`src/rtl/ccff_chain_loader_if.sv`:
```
// ccff_chain_loader_if: bitstream word stream into the chain loader.
// Plain valid/ready; a word moves when both are high at a clock edge.
interface ccff_chain_loader_if #(
  parameter int WORD_W = 8
);
  logic [WORD_W-1:0] cfg_data;
  logic              cfg_valid;
  logic              cfg_ready;

  modport master (
    output cfg_data,
    output cfg_valid,
    input  cfg_ready
  );

  modport slave (
    input  cfg_data,
    input  cfg_valid,
    output cfg_ready
  );
endinterface

```
`src/rtl/ccff_chain_loader.sv`:
```
// ccff_chain_loader: serial programmer for the ccff configuration chain.
// Shifts the bitstream into ccff_head, then optionally rotates and CRC-checks it.
module ccff_chain_loader #(
  parameter int CHAIN_LEN = 64,
  parameter int WORD_W    = 8
) (
  input  logic              prog_clk,
  input  logic              pReset,
  input  logic              start,
  input  logic              verify_en,
  ccff_chain_loader_if.slave cfg,
  output logic              ccff_head,
  output logic              ccff_shift_en,
  input  logic              ccff_tail,
  output logic              busy,
  output logic              done,
  output logic              crc_ok
);

  localparam int CW = $clog2(CHAIN_LEN + 1);
  localparam int BW = $clog2(WORD_W + 1);

  typedef enum logic [1:0] {
    IDLE,
    LOAD,
    VERIFY,
    DONE
  } state_t;

  state_t state, state_nxt;

  logic              verify_q;
  logic [CW-1:0]     bit_cnt;
  logic [CW-1:0]     load_rem;
  logic [BW-1:0]     buf_cnt;
  logic [BW-1:0]     take;
  logic [WORD_W-1:0] word_q;
  logic              head_q;
  logic              shift_q;
  logic [7:0]        write_crc;
  logic [7:0]        read_crc;
  logic              crc_ok_q;
  logic              crc_res;
  logic              accept;
  logic              last_shift;

  function automatic logic [7:0] crc8(
    input logic [7:0] c,
    input logic       b
  );
    logic fb;
    fb = c[7] ^ b;
    return {c[6:0], 1'b0} ^ (fb ? 8'h07 : 8'h00);
  endfunction

  // the final word may carry more bits than the chain still needs
  assign take = (int'(load_rem) >= WORD_W) ?
                BW'(WORD_W) : BW'(load_rem);

  assign accept     = cfg.cfg_ready & cfg.cfg_valid;
  assign last_shift = (state == LOAD) & shift_q &
                      (bit_cnt == CW'(1));
  assign crc_res    = verify_q ? (read_crc == write_crc) : 1'b1;

  always_ff @(posedge prog_clk or posedge pReset) begin
    if (pReset) begin
      state <= IDLE;
    end else begin
      state <= state_nxt;
    end
  end

  always_comb begin
    state_nxt     = state;
    busy          = 1'b0;
    done          = 1'b0;
    ccff_shift_en = 1'b0;
    ccff_head     = head_q;
    crc_ok        = crc_ok_q;
    cfg.cfg_ready = 1'b0;
    unique case (state)
      IDLE: begin
        if (start) state_nxt = LOAD;
      end
      LOAD: begin
        busy          = 1'b1;
        ccff_shift_en = shift_q;
        cfg.cfg_ready = (load_rem != '0) &&
                        (buf_cnt == '0);
        if (last_shift)
          state_nxt = verify_q ? VERIFY : DONE;
      end
      VERIFY: begin
        busy          = 1'b1;
        ccff_shift_en = 1'b1;
        ccff_head     = ccff_tail;
        if (bit_cnt == CW'(1)) state_nxt = DONE;
      end
      DONE: begin
        busy      = 1'b1;
        done      = 1'b1;
        crc_ok    = crc_res;
        state_nxt = IDLE;
      end
    endcase
  end

  // head_q is the bit on ccff_head; word_q holds the bits behind it
  always_ff @(posedge prog_clk or posedge pReset) begin
    if (pReset) begin
      verify_q  <= 1'b0;
      bit_cnt   <= '0;
      load_rem  <= '0;
      buf_cnt   <= '0;
      word_q    <= '0;
      head_q    <= 1'b0;
      shift_q   <= 1'b0;
      write_crc <= '0;
      read_crc  <= '0;
      crc_ok_q  <= 1'b0;
    end else begin
      unique case (state)
        IDLE: begin
          if (start) begin
            verify_q  <= verify_en;
            bit_cnt   <= CW'(CHAIN_LEN);
            load_rem  <= CW'(CHAIN_LEN);
            buf_cnt   <= '0;
            shift_q   <= 1'b0;
            write_crc <= '0;
            read_crc  <= '0;
            crc_ok_q  <= 1'b0;
          end
        end
        LOAD: begin
          if (shift_q) begin
            write_crc <= crc8(write_crc, head_q);
            bit_cnt   <= bit_cnt - CW'(1);
          end
          if (last_shift) bit_cnt <= CW'(CHAIN_LEN);
          if (accept) begin
            head_q   <= cfg.cfg_data[WORD_W-1];
            word_q   <= cfg.cfg_data << 1;
            buf_cnt  <= take - BW'(1);
            load_rem <= load_rem - CW'(take);
            shift_q  <= 1'b1;
          end else if (buf_cnt != '0) begin
            head_q  <= word_q[WORD_W-1];
            word_q  <= word_q << 1;
            buf_cnt <= buf_cnt - BW'(1);
            shift_q <= 1'b1;
          end else begin
            shift_q <= 1'b0;
          end
        end
        VERIFY: begin
          read_crc <= crc8(read_crc, ccff_tail);
          bit_cnt  <= bit_cnt - CW'(1);
        end
        DONE: begin
          crc_ok_q <= crc_res;
        end
      endcase
    end
  end

endmodule

```
`src/flat_wrapper.sv`:
```
// flat-port wrapper written by rule: the top's interface ports become plain ports
module ccff_chain_loader_flat 
#(
  parameter int CHAIN_LEN = 64,
  parameter int WORD_W    = 8
)
  (prog_clk, pReset, start, verify_en, ccff_head, ccff_shift_en, ccff_tail, busy, done, crc_ok, cfg_cfg_data, cfg_cfg_valid, cfg_cfg_ready);
  ccff_chain_loader_if #(.WORD_W(WORD_W)) cfg_i ();
  input  logic prog_clk;
  input  logic pReset;
  input  logic start;
  input  logic verify_en;
  output logic ccff_head;
  output logic ccff_shift_en;
  input  logic ccff_tail;
  output logic busy;
  output logic done;
  output logic crc_ok;
  input wire logic [$bits(cfg_i.cfg_data)-1:0] cfg_cfg_data;
  input wire logic [$bits(cfg_i.cfg_valid)-1:0] cfg_cfg_valid;
  output wire logic [$bits(cfg_i.cfg_ready)-1:0] cfg_cfg_ready;
  assign cfg_i.cfg_data = cfg_cfg_data;
  assign cfg_i.cfg_valid = cfg_cfg_valid;
  assign cfg_cfg_ready = cfg_i.cfg_ready;
  ccff_chain_loader #(.CHAIN_LEN(CHAIN_LEN), .WORD_W(WORD_W)) u_core (.prog_clk(prog_clk), .pReset(pReset), .start(start), .verify_en(verify_en), .cfg(cfg_i), .ccff_head(ccff_head), .ccff_shift_en(ccff_shift_en), .ccff_tail(ccff_tail), .busy(busy), .done(done), .crc_ok(crc_ok));
endmodule
```
`config.mk`:
```
export PLATFORM = sky130hd
export DESIGN_NAME = ccff_chain_loader_flat
export DESIGN_NICKNAME = d
export VERILOG_FILES = /design/src/rtl/ccff_chain_loader_if.sv /design/src/rtl/ccff_chain_loader.sv /design/src/flat_wrapper.sv
export SDC_FILE = /design/constraint.sdc
export NUM_CORES = 1
export LEC_CHECK = 0
export BUFFER_PORTS_ARGS = -buffer_cell sky130_fd_sc_hd__buf_2
export CAP_MARGIN = 20
export CORE_UTILIZATION = 55
export DETAILED_ROUTE_END_ITERATION = 8
export GPL_TIMING_DRIVEN = 0
export PLACE_DENSITY = 0.76
export REMOVE_ABC_BUFFERS = 1
export SLEW_MARGIN = 10
export SYNTH_ARGS = -nofsm -noshare
export SYNTH_HDL_FRONTEND = slang
export SYNTH_SLANG_ARGS = --single-unit
```
`constraint.sdc`:
```
create_clock -name prog_clk -period 5.7 [get_ports prog_clk]
set_input_delay 0.855 -clock prog_clk [delete_from_list [all_inputs] [get_ports prog_clk]]
set_output_delay 0.855 -clock prog_clk [all_outputs]
set_load 0.02 [all_outputs]
```
==> impl_metrics.py, run 1 <==
metrics = {
    "run_status": {
        "status": "completed",
    },
    "worst_setup_path": {
        "critical_path.cell_chain": "inv_1, ha_1, nand2_1, a21boi_0, buf_2",
        "setup.worst_path.class": "flip-flop to output pin",
        "crit_required_ns": 4.85,
        "crit_path_buffers_inverters": 2,
        "cpMaxStageDelayCell": "ha_1",
        "worst_path_arrival_ns": 2.21,
        "family_with_the_most_delay_on_the_worst_path": "adder cells",
        "cp_max_fo": 29,
        "worstSetupStartpointType": "flip-flop",
        "critical_path.reg2reg.startpoint": "u_core.state[1]",
        "crit_start": "u_core.state[1]",
        "critical_path.endpoint_type": "output pin",
        "critPathMaxStageDelay_ns": 0.80,
    },
    "drt": {
        "dr_total_vias": 2032,
        "number_of_nets_with_antenna_violations_after_detailed_routing": 0,
        "initialDrtViolationCount": 180,
        "first_pass_iters": 4,
        "routed_wirelength_um": 4914,
        "route.detailed.wl_per_inst_um": 14.37,
        "vias_per_cell": 5.942,
        "drt_drc_violations_left": 0,
    },
    "sta": {
        "timing_max_transition_violations_final": 0,
        "fin_tns_setup_ns": 0,
        "period_needed_ns": 3.068,
        "setup-violations-final": 0,
        "grt_setup_unrepaired": "false",
        "relative_slew_slack": 0.3607,
        "tightestPinTransition_ns": 0.9589,
        "fmaxAchievable_ghz": 0.3259,
        "period_share": 0.5383,
        "finalClockSkew_ns": 0.005955,
        "report.final.hold_viol_count": 0,
    },
    "yosys": {
        "synthesis.area_per_instance_um2": 9.565,
        "synth-main-ff-cell": "dfrtp_1",
        "ys_seq_area_frac": 0.4554,
        "synthArstFlopShare": 1.000,
        "synth_cell_type_count": 54,
        "syn-cell-area_mm2": 0.002582,
        "synth-seq-cells": 47,
        "number_of_cells_produced_by_synthesis": 270,
        "synth_warnings": 0,
        "post_synth_edffs": 0,
    },
    "floorplanning": {
        "die_x_um": 70.53,
        "row_count": 24,
        "io_pins": 20,
        "fp.dieArea_mm2": 0.004974,
        "placeableCoreArea_mm2": 0.004444,
        "die_y_um": 70.53,
        "initial_utilization": 0.5811,
    },
    "clock_network": {
        "cts_post_setup_buffers_inserted": 0,
        "tritoncts": "yes",
        "clk_root_buffer_cell": "clkbuf_8",
        "numCtsBuffers": 5,
        "cts_sinks": 47,
        "cts_hold_repair.buffers": 0,
        "h-tree-depth": 2,
        "cts.repair.resized": 0,
        "clock_latency_ns": 0.30,
        "cts-root-to-sink-buffers": 2,
        "path_clk_slew_ns": 0.09,
    },
    "power_and_ir_drop": {
        "total_power_uw": 1571,
        "power.density_cell_area_mw_per_mm2": 557.9,
        "ir_drop_v": 0.0002980,
        "total_leakage_power_uw": 0.001232,
    },
    "global_route": {
        "globalRouteOverflowTotal": 0,
        "grtUsageTotal": 0.2174,
        "via_count_of_the_first_global_routing_pass": 1924,
        "grt_start_max_net_pins": 30,
        "grt_first_pass_wirelength_um": 8611,
        "number_of_antenna_violations_at_the_first_check_in_global_routing": 0,
    },
    "place": {
        "place.gp.congestion": 0.7824,
        "portBuffers": 19,
        "dp.final_hpwl_um": 3534,
    },
    "final_layout": {
        "finalNetCount": 310,
        "n_antenna_cell": 0,
        "drive_gt1_frac": 0.1586,
        "layout-area-overhead-vs-synth_pct": 9.060,
    },
    "hold_path": {
        "hold_path.startpoint": "u_core.word_q[7]",
        "timing.hold.worst.class": "flip-flop to flip-flop",
    },
    "job": {
        "maximum_capacitance_violations": 0,
    },
}
## tightest hold or removal path: stages (launching register included)
cell and delay (ns):
dfrtp_1 0.35, nand2_1 0.05, o21ai_0 0.06
## synth_stat cells (2+ instances only)
| cell | instances | share of area |
|---|---|---|
| dfrtp_1 | 47 | 0.46 |
| nand2_1 | 37 | 0.054 |
| o21ai_0 | 33 | 0.064 |
| nor2_1 | 13 | 0.019 |
| xnor2_1 | 12 | 0.041 |
| a22o_1 | 10 | 0.034 |
| inv_1 | 10 | 0.015 |
| ha_1 | 7 | 0.034 |
| mux2i_1 | 7 | 0.027 |
| nor3_1 | 7 | 0.014 |
| a21oi_1 | 6 | 0.012 |
| nand3_1 | 6 | 0.012 |
| nor2b_1 | 5 | 0.012 |
| mux2_2 | 4 | 0.017 |
| nand4_1 | 4 | 0.0097 |
| o31ai_1 | 4 | 0.012 |
| or3_1 | 4 | 0.0097 |
| a31oi_1 | 3 | 0.0073 |
| clkbuf_1 | 3 | 0.0044 |
| nand2b_1 | 3 | 0.0073 |
| xor2_1 | 3 | 0.010 |
| a21boi_0 | 2 | 0.0058 |
| a31o_2 | 2 | 0.0068 |
| a32o_1 | 2 | 0.0078 |
| buf_2 | 2 | 0.0039 |
| nor4_1 | 2 | 0.0048 |
| o21a_1 | 2 | 0.0058 |
| o21ai_2 | 2 | 0.0068 |
| o22a_1 | 2 | 0.0068 |
| o22ai_1 | 2 | 0.0048 |
## cell usage in the layout (no fill, tap or decap), drive strengths merged, types with 5 or more instances in the layout
cell / instances
o21ai: 36
nor2b: 5
ha: 7
nor2: 14
inv: 12
dfrtp: 47
nand2: 37
nand3: 6
xnor2: 12
buf: 20
clkbuf: 5
a22o: 10
nor3: 7
mux2i: 7
a21oi: 7
## logic make-up (layout without fill, tap and decap cells)
kind of cell	count (synthesis)	count (layout)	share of synthesized area
AND/OR/NAND/NOR	92	92	0.1773
AO/OA/AOI/OAI	79	79	0.2045
flip-flops	47	47	0.4554
buffers and inverters	18	38	0.03198
XOR/XNOR	15	15	0.05087
multiplexers	11	11	0.04457
adder cells (fa/ha/maj)	7	7	0.03391
other	1	1	0.001452
## per-stage QoR
stage          hold WS (ns)  setup slack [ns]  instance area, um2    util  cells
2_1_floorplan        0.4492             3.118                2537       -    262
3_3_place_gp         0.4638             2.976                2698  0.6070    333
3_5_place_dp         0.4707             2.978                2725  0.6132    334
4_1_cts              0.4925             2.633                2816  0.6337    342
5_1_grt              0.5268             2.426                2816  0.6337    342
6_report             0.4893             2.632                2816  0.6337    342
## path summary, 6_finish.rpt
kind	to	slack [ns]	cells past startpoint
setup / recovery	ccff_shift_en	2.63	5
hold / removal	u_core.word_q[7]	0.49	2
setup reg to reg	u_core.load_rem[6]	3.11	6
hold reg to reg	u_core.word_q[7]	0.49	2
max in group asynchronous	u_core.bit_cnt[3]	4.59	3
min in group asynchronous	u_core.load_rem[6]	0.60	2
## flip-flops by register name (all words and copies together) (netlist names), 2 cells and up
name and flops:
u_core.word_q 7, u_core.buf_cnt 4, u_core.read_crc 8, u_core.write_crc 8, u_core.state 2, u_core.load_rem 7
u_core.bit_cnt 7
## power by group
group	total, uW	switching (uW)	internal, uW
clock	206	117	88.8
combinational	804	475	329
sequential	561	116	445
total	1570	708	864
## per-layer routing
layer / part of all wire / vias up / routed length [um] / global-route usage
met5: 0 / - / 0 / 0
li1: - / 1011 / - / -
met3: 0.027 / 6 / 132 / 0.04473
met4: 0.014 / 0 / 70 / 0.06349
met1: 0.50 / 987 / 2479 / 0.3038
met2: 0.45 / 28 / 2232 / 0.3452
## area by class of cell
class	count	area, um2
multi-input combinational	205	1324
inverter	10	37.54
timing repair buffer	20	122.6
fill	373	1628
clock buffer	5	68.82
clock inverter	3	22.52
tap	52	65.06
sequential	47	1176
(Power assumes the default switching activity.)
==> inputs of run 2 (changes only) <==
--- a/config.mk
+++ b/config.mk
@@ -7,10 +7,10 @@
 export LEC_CHECK = 0
 export BUFFER_PORTS_ARGS = -buffer_cell sky130_fd_sc_hd__buf_2
 export CAP_MARGIN = 20
-export CORE_UTILIZATION = 55
+export CORE_UTILIZATION = 54
 export DETAILED_ROUTE_END_ITERATION = 8
 export GPL_TIMING_DRIVEN = 0
-export PLACE_DENSITY = 0.76
+export PLACE_DENSITY = 0.78
 export REMOVE_ABC_BUFFERS = 1
 export SLEW_MARGIN = 10
 export SYNTH_ARGS = -nofsm -noshare
==> constraint.sdc (replaced) <==
create_clock -name prog_clk -period 2.6 [get_ports prog_clk]
set_input_delay 0.39 -clock prog_clk [delete_from_list [all_inputs] [get_ports prog_clk]]
set_output_delay 0.39 -clock prog_clk [all_outputs]
set_load 0.02 [all_outputs]
==> run 2 against run 1 <==
  * Register-to-register slack got worse by 2.8 ns
  * Worst hold slack lost 0.35 ns
  * Setup slack got worse by 2.3 ns
  * Via count shrank 0.89%
  * Wire length is 2.7% higher
  * First-iteration DRC count fell by 47%
  * Highest routed layer unchanged
  * Count of clock-buffer cells in the layout increased by 1
  * Non-clock buffer count unchanged
  * Final cell count unchanged
==> impl_metrics.py, run 2 (same netlist as run 1, synthesis figures left out) <==
metrics = {
    "worst_setup_path": {
        "r2r.worst_path.cells": 6,
        "ff_to_ff_setup_slack_ns": 0.32,
        "crit_path_buffers_inverters": 2,
        "cp-endpoint": "ccff_shift_en",
        "crit_start": "u_core.state[1]",
        "cp_num_cells": 5,
        "timing.rr.end": "u_core.load_rem[6]",
        "setup.worst_path.class": "flip-flop to output pin",
        "cpMaxStageDelayCell": "ha_2",
        "critical_path.reg2reg.startpoint": "u_core.state[1]",
        "critical_path.endpoint_type": "output pin",
        "critical_path.cell_chain": "inv_1, ha_2, nand2_1, a21boi_0, buf_2",
        "crit_required_ns": 2.21,
        "critPathMaxStageDelay_ns": 0.55,
        "cp_max_fo": 29,
        "worstSetupStartpointType": "flip-flop",
        "family_with_the_most_delay_on_the_worst_path": "adder cells",
        "worst_path_arrival_ns": 1.92,
    },
    "final_layout": {
        "layout-area-overhead-vs-synth_pct": 10.17,
        "n_antenna_cell": 0,
        "final_cell_mix": "dfrtp_1, nand2_1, o21ai_0",
        "largest_registers": "u_core.read_crc: 8 flops, u_core.write_crc: 8 flops",
        "finalNetCount": 310,
        "fillCellCount": 383,
        "final_common_cell": "dfrtp_1",
        "final_design_area_no_fill_mm2": 0.002845,
        "drive_gt1_frac": 0.1621,
    },
    "floorplanning": {
        "die_x_um": 71.16,
        "placeableCoreArea_mm2": 0.004474,
        "io_pins": 20,
        "row_count": 24,
        "die_y_um": 71.16,
        "fp.dieArea_mm2": 0.005063,
        "initial_utilization": 0.5772,
    },
    "power_and_ir_drop": {
        "total_power_uw": 3545,
        "p_int_uw": 2013,
        "sequentialPowerShare": 0.348,
        "ir_drop_v": 0.0008197,
        "pwr-share-comb": 0.498,
        "total_leakage_power_uw": 0.001243,
        "power.density_cell_area_mw_per_mm2": 1246,
        "swShare": 0.4320,
        "relative_contribution_of_the_clock_network_to_total_power": 0.154,
        "power.switching_uw": 1531,
    },
    "sta": {
        "setup_ws_ns": 0.2881,
        "tightestPinTransition_ns": 0.7208,
        "fmaxAchievable_ghz": 0.4326,
        "grt_setup_unrepaired": "false",
        "report.final.hold_viol_count": 0,
        "holdWs_ns": 0.1359,
        "finalClockSkew_ns": 0.004647,
        "period_needed_ns": 2.312,
        "setup-violations-final": 0,
        "relative_slew_slack": 0.5150,
        "timing_max_transition_violations_final": 0,
        "period_share": 0.8892,
        "fin_tns_setup_ns": 0,
    },
    "drt": {
        "number_of_nets_with_antenna_violations_after_detailed_routing": 0,
        "drt_drc_violations_left": 0,
        "initialDrtViolationCount": 96,
        "dr_total_vias": 2014,
        "route.detailed.wl_per_inst_um": 14.75,
        "routed_wirelength_um": 5046,
        "vias_per_cell": 5.889,
        "first_pass_iters": 6,
    },
    "global_route": {
        "grt_start_max_net_pins": 30,
        "grtUsageMet2": 0.3460,
        "grtUsageTotal": 0.2165,
        "via_count_of_the_first_global_routing_pass": 1901,
        "globalRouteOverflowTotal": 0,
        "number_of_antenna_violations_at_the_first_check_in_global_routing": 0,
        "grt_first_pass_wirelength_um": 8618,
        "globalRouteMet3Util": 0.03846,
        "global_route.peak_usage_layer": "met2",
        "global_route.usage.met1": 0.2975,
    },
    "place": {
        "place.gp.congestion": 0.8030,
        "dp.final_hpwl_um": 3630,
        "placedInstanceArea_mm2": 0.002725,
        "place_worst_setup_slack_ns": 0.02601,
        "portBuffers": 19,
    },
    "clock_network": {
        "numCtsBuffers": 5,
        "cts-root-to-sink-buffers": 2,
        "path_clk_slew_ns": 0.08,
        "h-tree-depth": 2,
        "cts_sinks": 47,
        "tritoncts": "yes",
        "clock_latency_ns": 0.29,
        "clk_root_buffer_cell": "clkbuf_8",
        "cts_hold_repair.buffers": 0,
    },
    "run_status": {
        "status": "completed",
    },
    "job": {
        "maximum_capacitance_violations": 0,
    },
    "hold_path": {
        "timing.hold.worst.class": "input port to async pin",
    },
}
==> run 2: changes by cell type in the layout (fill, tap and decap cells not counted) <==
cell,before,now
bufinv_16,0,1
clkbuf_8,5,6
ha_1,7,6
ha_2,0,1
inv_6,2,0
==> run 2: worst min path at each step <==
stage	from	endpoint	depth (start not counted)
5_1_grt	pReset	u_core.write_crc[5]	2
6_report	pReset	u_core.load_rem[6]	2
3_5_place_dp	pReset	u_core.load_rem[5]	2
3_3_place_gp	u_core.word_q[7]	u_core.word_q[7]	2
2_1_floorplan	u_core.word_q[2]	u_core.word_q[2]	2
4_1_cts	pReset	u_core.load_rem[5]	2
==> run 2: worst reg2reg max path: cells and delay by family (launching register included) <==
family / cells / cell delay (ns)
buffers and inverters: 1 / 0.11
AOI/OAI and AO/OA: 3 / 0.95
adders and majority gates: 1 / 0.55
and+or+nand+nor: 1 / 0.13
DFF: 1 / 0.42
==> run 2: final cells by class <==
cell class              instances  area (um2)  area share
inverters                      10       37.54     0.01319
clock buffers                   6       82.58     0.02902
repair buffers                 20       122.6     0.04310
clock inverters                 2       35.03     0.01231
flip-flops and latches         47        1176      0.4134
well taps                      52       65.06     0.02287
multi-input cells             205        1326      0.4661
==> run 2: per-layer routing <==
layer  part of all wire  wire (um)
met4              0.015         76
met1               0.49       2455
met5                  0          0
met3              0.032        163
met2               0.47       2350
==> run 2: power by group through the flow <==
stage | clock network [uW] | logic (uW) | registers, uW
5_1_grt | 590 | 1980 | 1270
2_1_floorplan | 0 | 1390 | 1170
3_5_place_dp | 0 | 1760 | 1240
6_report | 546 | 1770 | 1230
3_3_place_gp | 0 | 1710 | 1230
4_1_cts | 561 | 1770 | 1230
==> run 2: timing repair <==
| item | 4_1_cts | 5_1_grt |
|---|---|---|
| resized for setup | 1 | 0 |
| setup endpoints to repair | 1 | 0 |
| setup buffers | 0 | 0 |
==> run 2: per-stage QoR <==
| stage | utilization | cells |
|---|---|---|
| finish | 0.6359 | 342 |
| global route | 0.6359 | 342 |
| CTS | 0.6359 | 342 |
| detailed placement | 0.6091 | 334 |
| global placement | 0.6029 | 333 |
| floorplan | - | 262 |
==> inputs of run 3 (changes only) <==
--- a/config.mk
+++ b/config.mk
@@ -7,11 +7,12 @@
 export LEC_CHECK = 0
 export BUFFER_PORTS_ARGS = -buffer_cell sky130_fd_sc_hd__buf_2
 export CAP_MARGIN = 20
-export CORE_UTILIZATION = 54
+export CORE_UTILIZATION = 35
 export DETAILED_ROUTE_END_ITERATION = 8
 export GPL_TIMING_DRIVEN = 0
-export PLACE_DENSITY = 0.78
+export PLACE_DENSITY = 0.55
 export REMOVE_ABC_BUFFERS = 1
+export SETUP_SLACK_MARGIN = 0.4
 export SLEW_MARGIN = 10
 export SYNTH_ARGS = -nofsm -noshare
 export SYNTH_HDL_FRONTEND = slang
==> run 3 against run 2 <==
  * Sequential share of layout area down 1.2 points
  * Count of clock-buffer cells in the layout up 1
  * Final cell count up 13%
  * Register-to-register slack better by 0.21 ns
  * Clock power down 19%
  * Non-clock buffer count up 1
==> impl_metrics.py, run 3 (same netlist as run 1, synthesis figures left out) <==
metrics = {
    "run_status": {
        "status": "completed",
    },
    "final_layout": {
        "n_antenna_cell": 0,
        "final_cell_mix": "dfrtp_1, nand2_1, o21ai_0",
        "layoutNonFillerInstCount": 388,
        "layout-area-overhead-vs-synth_pct": 13.61,
        "drive_gt1_frac": 0.1918,
        "final_common_cell": "dfrtp_1",
        "finalNetCount": 312,
        "largest_registers": "u_core.read_crc: 8 flops, u_core.write_crc: 8 flops",
    },
    "sta": {
        "holdWs_ns": 0.1155,
        "tightestPinTransition_ns": 0.7249,
        "grt_setup_unrepaired": "true",
        "setup-violations-final": 0,
        "report.final.hold_viol_count": 0,
        "relative_slew_slack": 0.5123,
        "period_share": 0.8032,
        "fmaxAchievable_ghz": 0.4789,
        "finalClockSkew_ns": 0.009335,
        "timing_max_transition_violations_final": 0,
        "period_needed_ns": 2.088,
        "setup_ws_ns": 0.5118,
    },
    "drt": {
        "first_pass_iters": 4,
        "vias_per_cell": 5.103,
        "number_of_nets_with_antenna_violations_after_detailed_routing": 0,
        "initialDrtViolationCount": 87,
        "drt_drc_violations_left": 0,
        "route.detailed.wl_per_inst_um": 14.38,
        "wl_met2_um": 2451,
        "dr.max_layer_used": "met4",
        "routed_wirelength_um": 5581,
        "route.met3.wl_um": 140,
        "met1Wirelength_um": 2928,
        "dr_total_vias": 1980,
    },
    "power_and_ir_drop": {
        "ir_drop_v": 0.0003190,
        "total_power_uw": 3577,
        "power.density_cell_area_mw_per_mm2": 1219,
        "total_leakage_power_uw": 0.001236,
    },
    "global_route": {
        "grtUsageTotal": 0.1633,
        "grt_start_max_net_pins": 30,
        "number_of_antenna_violations_at_the_first_check_in_global_routing": 0,
        "globalRouteOverflowTotal": 0,
        "via_count_of_the_first_global_routing_pass": 1943,
        "grt_first_pass_wirelength_um": 9722,
    },
    "job": {
        "maximum_capacitance_violations": 0,
    },
    "clock_network": {
        "cts_hold_repair.buffers": 0,
        "clk_root_buffer_cell": "clkbuf_8",
        "numCtsBuffers": 5,
        "clock_latency_ns": 0.31,
        "path_clk_slew_ns": 0.09,
        "tritoncts": "yes",
        "cts-root-to-sink-buffers": 2,
        "h-tree-depth": 2,
        "cts_sinks": 47,
    },
    "worst_setup_path": {
        "crit_path_buffers_inverters": 1,
        "family_with_the_most_delay_on_the_worst_path": "simple AND/OR/NAND/NOR gates",
        "setup.worst_path.class": "flip-flop to output pin",
        "critPathMaxStageDelay_ns": 0.61,
        "crit_required_ns": 2.21,
        "cp_max_fo": 7,
        "critical_path.endpoint_type": "output pin",
        "worst_path_arrival_ns": 1.70,
        "critical_path.cell_chain": "or4_4, nor2_1, nor2_1, buf_2",
        "worstSetupStartpointType": "flip-flop",
        "cpMaxStageDelayCell": "or4_4",
        "cp_common_cell": "nor2_1",
    },
    "floorplanning": {
        "placeableCoreArea_mm2": 0.006944,
        "row_count": 30,
        "initial_utilization": 0.3719,
        "fp.dieArea_mm2": 0.007726,
        "die_y_um": 87.90,
        "io_pins": 20,
        "die_x_um": 87.90,
    },
    "place": {
        "dp.final_hpwl_um": 3836,
        "place_worst_setup_slack_ns": -0.06022,
        "portBuffers": 19,
        "place.gp.congestion": 0.7820,
        "placed_cells_incl_taps": 378,
    },
    "hold_path": {
        "timing.hold.worst.class": "input port to async pin",
    },
}
[run 3: area by class of cell]
type | instances | area [um2]
clock buffers | 7 | 76.32
flip-flops and latches | 47 | 1177
fillers | 688 | 4010
well taps | 96 | 120.1
multi-input cells | 206 | 1391
clock inverters | 1 | 5.005
repair buffers | 21 | 126.4
inverters | 10 | 37.54
[run 3: repair_timing]
item,CTS,global route
setup endpoints to repair,39,24
gates resized for setup,5,8
setup buffers,0,1
gates cloned,0,1
[run 3: per-layer routing]
| metal | GRT usage | vias up |
|---|---|---|
| li1 | - | 1009 |
| met1 | 0.2418 | 947 |
| met2 | 0.2417 | 18 |
| met3 | 0.03487 | 6 |
| met4 | 0.04024 | 0 |
| met5 | 0 | - |
[run 3: through the flow]
step | cell area (um2) | util | TNS [ns]
after floorplan | 2537 | - | 0
after global placement | 2753 | 0.3964 | -0.1047
after detailed placement | 2773 | 0.3993 | -0.1637
after global routing | 2934 | 0.4225 | 0
final | 2934 | 0.4225 | 0
after CTS | 2878 | 0.4144 | 0
[run 3: where the power goes]
part	total, uW	internal (uW)	switching (uW)
sequential	1240	978	264
combinational	1890	796	1100
clock	440	189	251
[run 3: final timing paths]
check                                    from                 end  slack (ns)  depth (start not counted)
max reg2reg                u_core.load_rem[3]  u_core.load_rem[4]        0.53                          6
min reg2reg                  u_core.word_q[5]    u_core.word_q[5]        0.49                          2
max                        u_core.load_rem[3]       cfg_cfg_ready        0.51                          4
min in group prog_clk               verify_en     u_core.verify_q        0.31                          2
max in group asynchronous              pReset  u_core.read_crc[4]        1.95                          3
min                                    pReset     u_core.state[1]        0.12                          2
